===== src/rtl/apu_reg_arbiter.sv =====
// APU register-file write arbiter: serialises host and sequencer writes into a flat
// register file, with a level-triggered clear sweep and per-channel reload toggles.
module apu_reg_arbiter #(
   parameter int unsigned NUM_REGS    = 32,
   parameter int unsigned ROUND_ROBIN = 1
) (
   input  logic                  clk,
   input  logic                  rst_n,
   input  logic                  host_req_i,
   input  logic [4:0]            host_addr_i,
   input  logic [7:0]            host_data_i,
   output logic                  host_ack_o,
   input  logic                  seq_req_i,
   input  logic [4:0]            seq_addr_i,
   input  logic [7:0]            seq_data_i,
   output logic                  seq_ack_o,
   input  logic                  clear_req_i,
   output logic                  clear_done_o,
   output logic [NUM_REGS*8-1:0] reg_bus_o,
   output logic [3:0]            reg_change_o,
   output logic                  busy_o
);

   typedef enum logic [1:0] {StIdle, StWrite, StAck, StClear} state_e;

   state_e                state_q, state_d;
   logic [4:0]            addr_q, addr_d;
   logic [7:0]            data_q, data_d;
   logic                  gnt_seq_q, gnt_seq_d;
   logic                  last_seq_q, last_seq_d;
   logic [4:0]            cnt_q, cnt_d;
   logic [NUM_REGS*8-1:0] regs_q, regs_d;
   logic [3:0]            change_q, change_d;
   logic                  grant_seq;
   logic                  in_range;

   always_ff @(posedge clk or negedge rst_n) begin
      if (!rst_n) begin
         state_q    <= StIdle;
         addr_q     <= '0;
         data_q     <= '0;
         gnt_seq_q  <= 1'b0;
         last_seq_q <= 1'b1;
         cnt_q      <= '0;
         regs_q     <= '0;
         change_q   <= '0;
      end else begin
         state_q    <= state_d;
         addr_q     <= addr_d;
         data_q     <= data_d;
         gnt_seq_q  <= gnt_seq_d;
         last_seq_q <= last_seq_d;
         cnt_q      <= cnt_d;
         regs_q     <= regs_d;
         change_q   <= change_d;
      end
   end

   always_comb begin
      state_d      = state_q;
      addr_d       = addr_q;
      data_d       = data_q;
      gnt_seq_d    = gnt_seq_q;
      last_seq_d   = last_seq_q;
      cnt_d        = cnt_q;
      regs_d       = regs_q;
      change_d     = change_q;
      clear_done_o = 1'b0;
      grant_seq    = 1'b0;
      in_range     = ({27'd0, addr_q} < NUM_REGS);

      unique case (state_q)
         StIdle: begin
            if (clear_req_i) begin
               cnt_d   = '0;
               state_d = StClear;
            end else if (host_req_i || seq_req_i) begin
               // On a tie, round-robin favours whoever was not granted last.
               grant_seq  = seq_req_i && (!host_req_i || ((ROUND_ROBIN != 0) && !last_seq_q));
               addr_d     = grant_seq ? seq_addr_i : host_addr_i;
               data_d     = grant_seq ? seq_data_i : host_data_i;
               gnt_seq_d  = grant_seq;
               last_seq_d = grant_seq;
               state_d    = StWrite;
            end
         end
         StWrite: begin
            for (int n = 0; n < NUM_REGS; n++) begin
               if (in_range && (addr_q == 5'(n))) begin
                  regs_d[8*n +: 8] = data_q;
               end
            end
            // Reload registers of the four channels sit at addresses 3, 7, 11, 15.
            if (in_range && !addr_q[4] && (addr_q[1:0] == 2'b11)) begin
               change_d[addr_q[3:2]] = ~change_q[addr_q[3:2]];
            end
            state_d = StAck;
         end
         StAck: begin
            state_d = StIdle;
         end
         StClear: begin
            for (int n = 0; n < NUM_REGS; n++) begin
               if (cnt_q == 5'(n)) begin
                  regs_d[8*n +: 8] = 8'h00;
               end
            end
            if (cnt_q == 5'(NUM_REGS - 1)) begin
               clear_done_o = 1'b1;
               state_d      = StIdle;
            end else begin
               cnt_d = cnt_q + 5'd1;
            end
         end
         default: state_d = StIdle;
      endcase
   end

   assign host_ack_o   = (state_q == StAck) && !gnt_seq_q;
   assign seq_ack_o    = (state_q == StAck) && gnt_seq_q;
   assign busy_o       = (state_q != StIdle);
   assign reg_bus_o    = regs_q;
   assign reg_change_o = change_q;

endmodule

===== config.mk =====
export PLATFORM = sky130hd
export DESIGN_NAME = apu_reg_arbiter
export DESIGN_NICKNAME = d
export VERILOG_FILES = /design/src/rtl/apu_reg_arbiter.sv
export SDC_FILE = /design/constraint.sdc
export NUM_CORES = 1
export LEC_CHECK = 0
export ABC_AREA = 1
export BUFFER_PORTS_ARGS = -buffer_cell sky130_fd_sc_hd__buf_2
export CORE_AREA = 5 5 165 167
export DETAILED_ROUTE_END_ITERATION = 10
export DIE_AREA = 0 0 170 172
export GPL_TIMING_DRIVEN = 0
export PLACE_DENSITY = 0.72
export SLEW_MARGIN = 20
export SYNTH_ARGS = -nofsm -noshare
export SYNTH_HDL_FRONTEND = slang
export SYNTH_SLANG_ARGS = --single-unit

===== constraint.sdc =====
create_clock -name clk -period 4.5 [get_ports clk]
set_clock_uncertainty 0.15 [all_clocks]
set_input_delay 0.9 -clock clk [delete_from_list [all_inputs] [get_ports clk]]
set_output_delay 0.9 -clock clk [all_outputs]
set_load 0.005 [all_outputs]

==> flow_metrics.tcl <==
set metrics [dict create \
    status "completed" \
    hold_buffers 0 \
    drv_slew 0 \
    grt_overflow 0 \
    vias 11300 \
    drtIter0Drc 1195 \
    nNetsFinal 1777 \
    met2_usage 0.419 \
    grt_max_degree 88 \
    cts_tree "done" \
    critPathMaxStageDelay_ns 0.39 \
    post_cts_buffers 0 \
    synth_cell_types 27 \
    core-area_mm2 0.0256 \
    wl_per_cell_um 18.5 \
    top_usage_layer "met2" \
    dr.pass1.iters 5 \
    htreeDepth 1 \
    yosysSeqAreaShare 0.589 \
    post-route-util 0.585 \
    clkLatencyLatePin_ns 0.55 \
    layout_common_cells "nand2_1, buf_2, dfrtp_1" \
    finalCritPeriodShare 0.718 \
    synth_seq_cells 282 \
    io_pins 295 \
    crit_buf_inv 3 \
    maxSlewHeadroom 0.416 \
    start_kind "register" \
    wl_mm 38.9 \
    post-route-min-period_ns 3.23 \
    cp.required_ns 3.45 \
    crit_slowest_cell "dfrtp_1" \
    critPathTopFamily "adder cells" \
    drive_gt1_frac 0.223 \
    tightest_slew_ns 0.876 \
    synthCells 1411 \
    ant_nets 0 \
    crit_chain "ha_1 > inv_1 > nor2_1 > ha_1 > nand2_1 > inv_1 > buf_2" \
    max_freq_mhz 310 \
    clock_path_buffers 3 \
    cts_root_buf "clkbuf_16" \
    timing.rr.end "reg_bus_o[7]" \
    die_area_mm2 0.0292 \
    place_congestion 0.898 \
    crit_fanout 10 \
    ir_worst_vdd_mv 0.389 \
    start_util 0.468 \
    syn_to_final_growth_pct 24.9 \
    path_clk_slew_ns 0.06 \
    synth.avg_cell_area_um2 8.50 \
    drc 0 \
    grtUsageTotal 0.259 \
    cts_resized 0 \
    crit_cells 7 \
    post-dp-hpwl_mm 27.4 \
    antenna_found_initial 0 \
    cap_viol_max_count 0 \
    power_density_mw_per_mm2 716 \
    setup_viol 0 \
    r2r_slack_ns 1.91 \
    final_common_cell "nand2_1" \
    grt_use_met3 0.0503 \
    grt_pass1_wl_mm 60.3 \
    rows 59 \
    antenna_cells 0 \
    syn_nets 1448 \
    die_x_um 170 \
    rr_worst_depth 9 \
    hold_viol 0 \
    grt_pass1_vias 10700 \
    crit_path_end "clear_done_o" \
    power_leakage_nw 8.81 \
    stdcell_count 2097 \
    cp-end-kind "output pin" \
    r2r-start "cnt_q[0]" \
    synth_area_leaders "dfrtp_1, nand2_1, nand3_1, nand4_1, nor2_1" \
    synth_top_cell_by_area "dfrtp_1" \
    cts-buffers-inserted 30 \
    min_path_type "input port to async pin" \
    cts.sinks 282 \
    ys_warn_count 0 \
    portBuffers 294 \
    dp.cells 2043 \
    viasPerCell 5.37 \
    met1_usage 0.362 \
    path_class "register to output pin" \
    synth_top_area_frac 0.587 \
    crit_arrival_ns 2.18 \
    startpoint "cnt_q[0]" \
    rsz0062_at_grt "no" \
    fp.dieH_um 172 \
    netlist_area_mm2 0.0120 \
]
metal layers:
metal / share of wire / wire length, um
met4: 0.027 / 1030
met3: 0.081 / 3160
met1: 0.43 / 16500
met5: 0 / 0
met2: 0.47 / 18100
state kept, by name (all words and copies together) (netlist names):
register,count
state_q,2
last_seq_q,1
gnt_seq_q,1
reg_bus_o,256
cnt_q,5
addr_q,5
data_q,8
reg_change_o,4
worst min path at each step:
| stage | slack [ns] | end |
|---|---|---|
| 4_1_cts | 0.1 | reg_bus_o[162] |
| 3_3_place_gp | 0.30 | reg_bus_o[173] |
| 6_report | 0.1 | reg_bus_o[162] |
| 3_5_place_dp | 0.31 | reg_bus_o[27] |
| 5_1_grt | 0.12 | reg_bus_o[162] |
| 2_1_floorplan | 0.29 | last_seq_q |
cell families (layout without fill, tap and decap cells):
family                     Yosys count  in the layout  share of synthesized area
AOI/OAI and AO/OA                   42             42                     0.0191
adders and majority gates            6              6                    0.00626
buffers and inverters               90            441                     0.0319
DFF                                282            282                      0.589
and+or+nand+nor                    991            991                      0.354
cell type report:
type	instances	area (um2)
buffer	51	236
clock buffer	44	875
clock inverter	10	131
fill	2322	10600
inverter	39	146
multi-input combinational	1039	4550
sequential	282	7060
tap	335	419
timing repair buffer	297	1560
synthesized netlist by cell type, drive strengths merged:
cell / number
ha: 6
inv: 38
buf: 28
nand2: 663
a21oi: 7
o22ai: 1
and2: 1
nand3: 187
dfrtp: 281
o21ai: 33
nor3: 4
o211ai: 1
dfstp: 1
clkinv: 1
nand4: 82
nor2: 54
clkbuf: 23
report_power, final:
part | internal, W | leakage [nW] | switching (W) | total (W)
logic | 0.00137 | 4.56 | 0.00282 | 0.00418
registers | 0.00342 | 3.76 | 0.000593 | 0.00401
clock network | 0.00151 | 0.494 | 0.00101 | 0.00252
per-stage QoR:
step	power, W	hold slack, ns	TNS [ns]	setup slack (ns)	cell area, um2
final	0.0107	0.0964	0	1.27	15000
after global routing	0.0114	0.119	0	1.12	15000
after CTS	0.0108	0.0969	0	1.26	15000
after detailed placement	0.00822	0.307	0	1.87	14000
after global placement	0.00810	0.301	-784.72	-2.82	13900
after floorplan	0.00623	0.294	0	2.23	12000
Note: power is estimated with default switching activity, not from simulation.
